$ cat src/rtl/countdown_timer_ctrl.sv
// RUN/PAUSE/DONE sequencer for an NDIG-digit BCD countdown timer.
// It uses a prescaled count tick and raises an alarm that returns to IDLE by itself.
module countdown_timer_ctrl #(
   parameter int NDIG        = 4,
   parameter int PRESCALE    = 1000,
   parameter int ALARM_TICKS = 8
) (
   input  logic              clock_i,
   input  logic              reset_i,
   input  logic              start_i,
   input  logic              stop_i,
   input  logic              load_i,
   input  logic [4*NDIG-1:0] preset_i,
   output logic [4*NDIG-1:0] cnt_o,
   output logic              tick_o,
   output logic              running_o,
   output logic              alarm_o,
   output logic [1:0]        state_o
);

   localparam int PW = $clog2(PRESCALE);
   localparam int AW = $clog2(ALARM_TICKS + 1);
   localparam logic [PW-1:0] PRESC_LAST = PW'(PRESCALE - 1);
   localparam logic [AW-1:0] ALARM_LAST = AW'(ALARM_TICKS - 1);

   typedef enum logic [1:0] {
      ST_IDLE  = 2'd0,
      ST_RUN   = 2'd1,
      ST_PAUSE = 2'd2,
      ST_DONE  = 2'd3
   } state_t;

   state_t              state_q, state_d;
   logic [4*NDIG-1:0]   cnt_q, cnt_d;
   logic [PW-1:0]       presc_q, presc_d;
   logic [AW-1:0]       alarm_cnt_q, alarm_cnt_d;
   logic                tick_q, tick_d;
   logic                running_q, alarm_q;
   logic [4*NDIG-1:0]   cnt_dec, preset_sat;

   // Ripple-borrow BCD decrement and per-digit saturation of the switch preset.
   always_comb begin : digit_comb
      logic borrow;
      borrow     = 1'b1;
      cnt_dec    = cnt_q;
      preset_sat = '0;
      for (int i = 0; i < NDIG; i++) begin
         if (borrow) begin
            if (cnt_q[4*i +: 4] == 4'd0) begin
               cnt_dec[4*i +: 4] = 4'd9;
            end else begin
               cnt_dec[4*i +: 4] = cnt_q[4*i +: 4] - 4'd1;
               borrow = 1'b0;
            end
         end
         preset_sat[4*i +: 4] = (preset_i[4*i +: 4] > 4'd9) ? 4'd9 : preset_i[4*i +: 4];
      end
   end

   always_comb begin
      state_d     = state_q;
      cnt_d       = cnt_q;
      presc_d     = presc_q;
      alarm_cnt_d = alarm_cnt_q;
      tick_d      = 1'b0;
      if (load_i) begin
         cnt_d       = preset_sat;
         presc_d     = '0;
         alarm_cnt_d = '0;
         state_d     = ST_IDLE;
      end else begin
         case (state_q)
            ST_IDLE: begin
               if (!stop_i && start_i && (cnt_q != '0)) begin
                  state_d     = ST_RUN;
                  presc_d     = '0;
                  alarm_cnt_d = '0;
               end
            end
            ST_RUN: begin
               // STOP freezes the prescaler, even on the terminal cycle.
               if (stop_i) begin
                  state_d = ST_PAUSE;
               end else if (presc_q == PRESC_LAST) begin
                  presc_d = '0;
                  cnt_d   = cnt_dec;
                  tick_d  = 1'b1;
                  if (cnt_dec == '0) begin
                     state_d     = ST_DONE;
                     alarm_cnt_d = '0;
                  end
               end else begin
                  presc_d = presc_q + PW'(1);
               end
            end
            ST_PAUSE: begin
               if (!stop_i && start_i) begin
                  state_d     = ST_RUN;
                  alarm_cnt_d = '0;
               end
            end
            ST_DONE: begin
               if (start_i || stop_i) begin
                  state_d     = ST_IDLE;
                  cnt_d       = '0;
                  presc_d     = '0;
                  alarm_cnt_d = '0;
               end else if (presc_q == PRESC_LAST) begin
                  presc_d = '0;
                  if (alarm_cnt_q == ALARM_LAST) begin
                     state_d     = ST_IDLE;
                     alarm_cnt_d = '0;
                  end else begin
                     alarm_cnt_d = alarm_cnt_q + AW'(1);
                  end
               end else begin
                  presc_d = presc_q + PW'(1);
               end
            end
            default: state_d = ST_IDLE;
         endcase
      end
   end

   always_ff @(posedge clock_i) begin
      if (!reset_i) begin
         state_q     <= ST_IDLE;
         cnt_q       <= '0;
         presc_q     <= '0;
         alarm_cnt_q <= '0;
         tick_q      <= 1'b0;
         running_q   <= 1'b0;
         alarm_q     <= 1'b0;
      end else begin
         state_q     <= state_d;
         cnt_q       <= cnt_d;
         presc_q     <= presc_d;
         alarm_cnt_q <= alarm_cnt_d;
         tick_q      <= tick_d;
         running_q   <= (state_d == ST_RUN);
         alarm_q     <= (state_d == ST_DONE);
      end
   end

   assign cnt_o     = cnt_q;
   assign tick_o    = tick_q;
   assign running_o = running_q;
   assign alarm_o   = alarm_q;
   assign state_o   = state_q;

endmodule

$ cat config.mk
export PLATFORM = sky130hd
export DESIGN_NAME = countdown_timer_ctrl
export DESIGN_NICKNAME = d
export VERILOG_FILES = /design/src/rtl/countdown_timer_ctrl.sv
export SDC_FILE = /design/constraint.sdc
export NUM_CORES = 1
export LEC_CHECK = 0
export ABC_CLOCK_PERIOD_IN_PS = 2680
export BUFFER_PORTS_ARGS = -buffer_cell sky130_fd_sc_hd__buf_2
export CAP_MARGIN = 0
export CORE_MARGIN = 10
export CORE_UTILIZATION = 55
export DETAILED_ROUTE_END_ITERATION = 7
export PLACE_DENSITY = 0.8
export SYNTH_ARGS = -nofsm -noshare
export SYNTH_HDL_FRONTEND = slang
export SYNTH_SLANG_ARGS = --single-unit
$ cat constraint.sdc
create_clock -name clock_i -period 2.68 [get_ports clock_i]
set_clock_uncertainty 0.05 [all_clocks]
set_input_delay 0.536 -clock clock_i [delete_from_list [all_inputs] [get_ports clock_i]]
set_output_delay 0.536 -clock clock_i [all_outputs]
set_load 0.01 [all_outputs]
==> flow_summary.ini <==
[worst_hold_path]
worstHoldPathCells = 2
min_path_type = reg2reg

[route]
drt-pass1-iter-count = 4
routedWlPerCell_um = 15.59
drt_wl_total_um = 5598
route.detailed.vias_per_inst = 5.989
final_antenna_net_count = 0
drc = 0
vias = 2150
detail_route.iter0.violations = 145

[cts]
clock_tree.root_cell = sky130_fd_sc_hd__clkbuf_8
cts-hold-fix-buffers = 0
depth_of_the_cts_h_tree = 2
cts_post_setup_buffers_inserted = 0
postCtsResizedCells = 0
clock_tree.buffer_depth = 2
clk-insertion-delay-late_ns = 0.30
cts_sinks = 35
cts.reportedPaths.clkPinSlew_ns = 0.07
tritoncts = built
numCtsBuffers = 5

[final_layout]
syn_to_final_growth_pct = 15.01
share_of_layout_cells_above_drive_strength_1 = 0.2154
n_antenna_cell = 0
num-fill-cells = 351
layout.nets = 334
post-route-cell-area_um2 = 2482
non_filler_cells_final = 359

[synthesis]
postSynthCellCount = 270
synthDistinctLibCells = 56
netlist_area_um2 = 2158
synth.yosys.seq_area_share = 0.3246
asyncSetResetFlopFracSynth = 0
synth-seq-cells = 35
ys.warnings.count = 0
ys.flop_type = sky130_fd_sc_hd__dfxtp_1
synth-edff-count = 0
avgSynthCellArea_um2 = 7.994
synthesis.nets = 293

[global_route]
maximum_number_of_pins_on_one_net_before_global_route_repair = 23
first_global_vias = 2011
antenna_found_initial = 0
grt_usage = 0.1695
global_route_wire_length_before_repair_um = 9301
overflow = 0

[die]
die_height_um = 82.65
core_region_area_um2 = 3716
initial_core_util = 0.5808
die-width_um = 82.65
placementRows = 22
i_o_pin_total = 42
die_area_um2 = 6830

[pwr]
power_report.internal_total_w = 0.0008332
p_sw_w = 0.0003566
netSwitchingFraction = 0.2997
cellPowerDensity_nw_per_um2 = 479.3
p_seq_frac = 0.477
power.leakage_nw = 0.9997
finalPower_w = 0.001190
max-vdd-ir-drop_v = 0.0003383
power.share.combinational = 0.193
relative_contribution_of_the_clock_network_to_total_power = 0.329

[status]
result_of_the_run = completed

[setup_path]
critical_path_arrival_ns = 2.31
critPathMaxFanout = 20
worstRegToRegCells = 8
worst_setup_path_end_kind = register
required_time_worst_endpoint_ns = 2.81
timing.reg2reg.setup_slack_ns = 0.50
critPathKind = reg2reg
critical_path.startpoint_type = register

[timing]
setup_total_negative_slack_ns = 0
maxSlewHeadroom = 0.6223
period_needed_ns = 2.181
finalHoldViolations = 0
rsz0062_at_grt = false
tightestPinTransition_ns = 0.5658
max_freq_mhz = 458.5
hold_ws_ns = 0.4389
report.final.setup_viol = 0
timing.final.max_slew_violations = 0
layout_worst_path_cycle_share = 0.8138

[placement]
placed_cells_incl_taps = 352
gp_congestion = 0.9089
placement.io_buffers = 41
post-dp-hpwl_um = 4137
post_dp_area_um2 = 2395

[flow_run]
max_cap_violations = 0
## synthesized netlist by cell type, types with 6 or more instances
master,instances,share of area
sky130_fd_sc_hd__o21a_1,6,0.021
sky130_fd_sc_hd__xor2_1,10,0.041
sky130_fd_sc_hd__dfxtp_1,35,0.32
sky130_fd_sc_hd__nor2_1,40,0.070
sky130_fd_sc_hd__o211ai_1,7,0.024
sky130_fd_sc_hd__o21ai_0,17,0.039
sky130_fd_sc_hd__a21oi_1,14,0.032
sky130_fd_sc_hd__a22oi_1,6,0.021
sky130_fd_sc_hd__and2_1,6,0.017
sky130_fd_sc_hd__nand2_1,25,0.043
sky130_fd_sc_hd__clkbuf_1,7,0.012
sky130_fd_sc_hd__nand2b_1,6,0.017
sky130_fd_sc_hd__nor3_1,9,0.021
## layout make-up
cell class              instances  area, µm²  area share
clock buffers                   6      82.58     0.03327
repair buffers                 45      235.2     0.09476
well taps                      48      60.06     0.02419
inverters                       4      15.01    0.006048
multi-input cells             220       1384      0.5575
clock inverters                 1      5.005    0.002016
flip-flops and latches         35      700.7      0.2823
## layout by cell type, fill, tap and decap left out, types with 3 or more instances in the layout
cell type and n:
sky130_fd_sc_hd__a21oi_1 14, sky130_fd_sc_hd__a221oi_1 4, sky130_fd_sc_hd__a22oi_1 6, sky130_fd_sc_hd__a31oi_1 4, sky130_fd_sc_hd__and2_1 6, sky130_fd_sc_hd__and3_1 3
sky130_fd_sc_hd__buf_2 41, sky130_fd_sc_hd__buf_4 4, sky130_fd_sc_hd__clkbuf_8 6, sky130_fd_sc_hd__dfxtp_1 35, sky130_fd_sc_hd__inv_1 3, sky130_fd_sc_hd__nand2_1 25
sky130_fd_sc_hd__nand2b_1 6, sky130_fd_sc_hd__nand3_1 5, sky130_fd_sc_hd__nand4_1 5, sky130_fd_sc_hd__nor2_1 40, sky130_fd_sc_hd__nor2b_1 5, sky130_fd_sc_hd__nor3_1 9
sky130_fd_sc_hd__o211ai_1 7, sky130_fd_sc_hd__o21a_1 6, sky130_fd_sc_hd__o21ai_0 17, sky130_fd_sc_hd__o21ai_1 5, sky130_fd_sc_hd__or4_1 3, sky130_fd_sc_hd__xor2_1 10
## cell families (layout without fill, tap and decap cells)
kind of cell,after synthesis,in the layout,synth area share
mux,4,4,0.01971
flops,35,35,0.3246
xor+xnor,11,11,0.04464
fa+ha+maj,2,2,0.01159
compound gates,80,80,0.2615
buf+inv,15,56,0.03420
simple gates,123,123,0.3038
## registers in the layout, summed over array words and instances, names as in the netlist
name         flops
presc_q         10
tick_o           1
alarm_cnt_q      4
state_o          2
alarm_o          1
cnt_o           16
running_o        1
## stage by stage
step                utilization  setup slack, ns
floorplan                     -           0.6466
global placement         0.6444           0.5815
detailed placement       0.6444           0.5276
CTS                      0.6680           0.4975
global route             0.6680           0.2963
finish                   0.6680           0.4989
## worst paths after layout
kind,startpoint,end
min,alarm_cnt_q[3],alarm_cnt_q[3]
max reg2reg,presc_q[0],cnt_o[7]
max,presc_q[0],cnt_o[7]
min reg2reg,alarm_cnt_q[3],alarm_cnt_q[3]
## critical path: stages (launching register included)
cell and delay (ns):
sky130_fd_sc_hd__dfxtp_1 0.38, sky130_fd_sc_hd__ha_1 0.28, sky130_fd_sc_hd__and2_1 0.17, sky130_fd_sc_hd__nand4_1 0.27, sky130_fd_sc_hd__o21ai_1 0.23, sky130_fd_sc_hd__buf_4 0.25, sky130_fd_sc_hd__o21ai_1 0.11, sky130_fd_sc_hd__a221oi_1 0.26
sky130_fd_sc_hd__nor2_1 0.06
## power groups by stage
stage	Clock [W]	Sequential [W]	Combinational [W]
final	0.000392	0.000568	0.000230
after global routing	0.000419	0.000571	0.000255
after CTS	0.000400	0.000567	0.000231
after detailed placement	0	0.000579	0.000229
after global placement	0	0.000578	0.000226
after floorplan	0	0.000579	0.000154
## layer usage
metal / global-route usage / routed length, µm / vias to the layer above
li1: - / - / 1074
met1: 0.2003 / 2375 / 996
met2: 0.2870 / 2699 / 72
met3: 0.05400 / 458 / 8
met4: 0.04849 / 65 / 0
met5: 0 / 0 / -
Note: power is estimated with default switching activity, not from simulation.
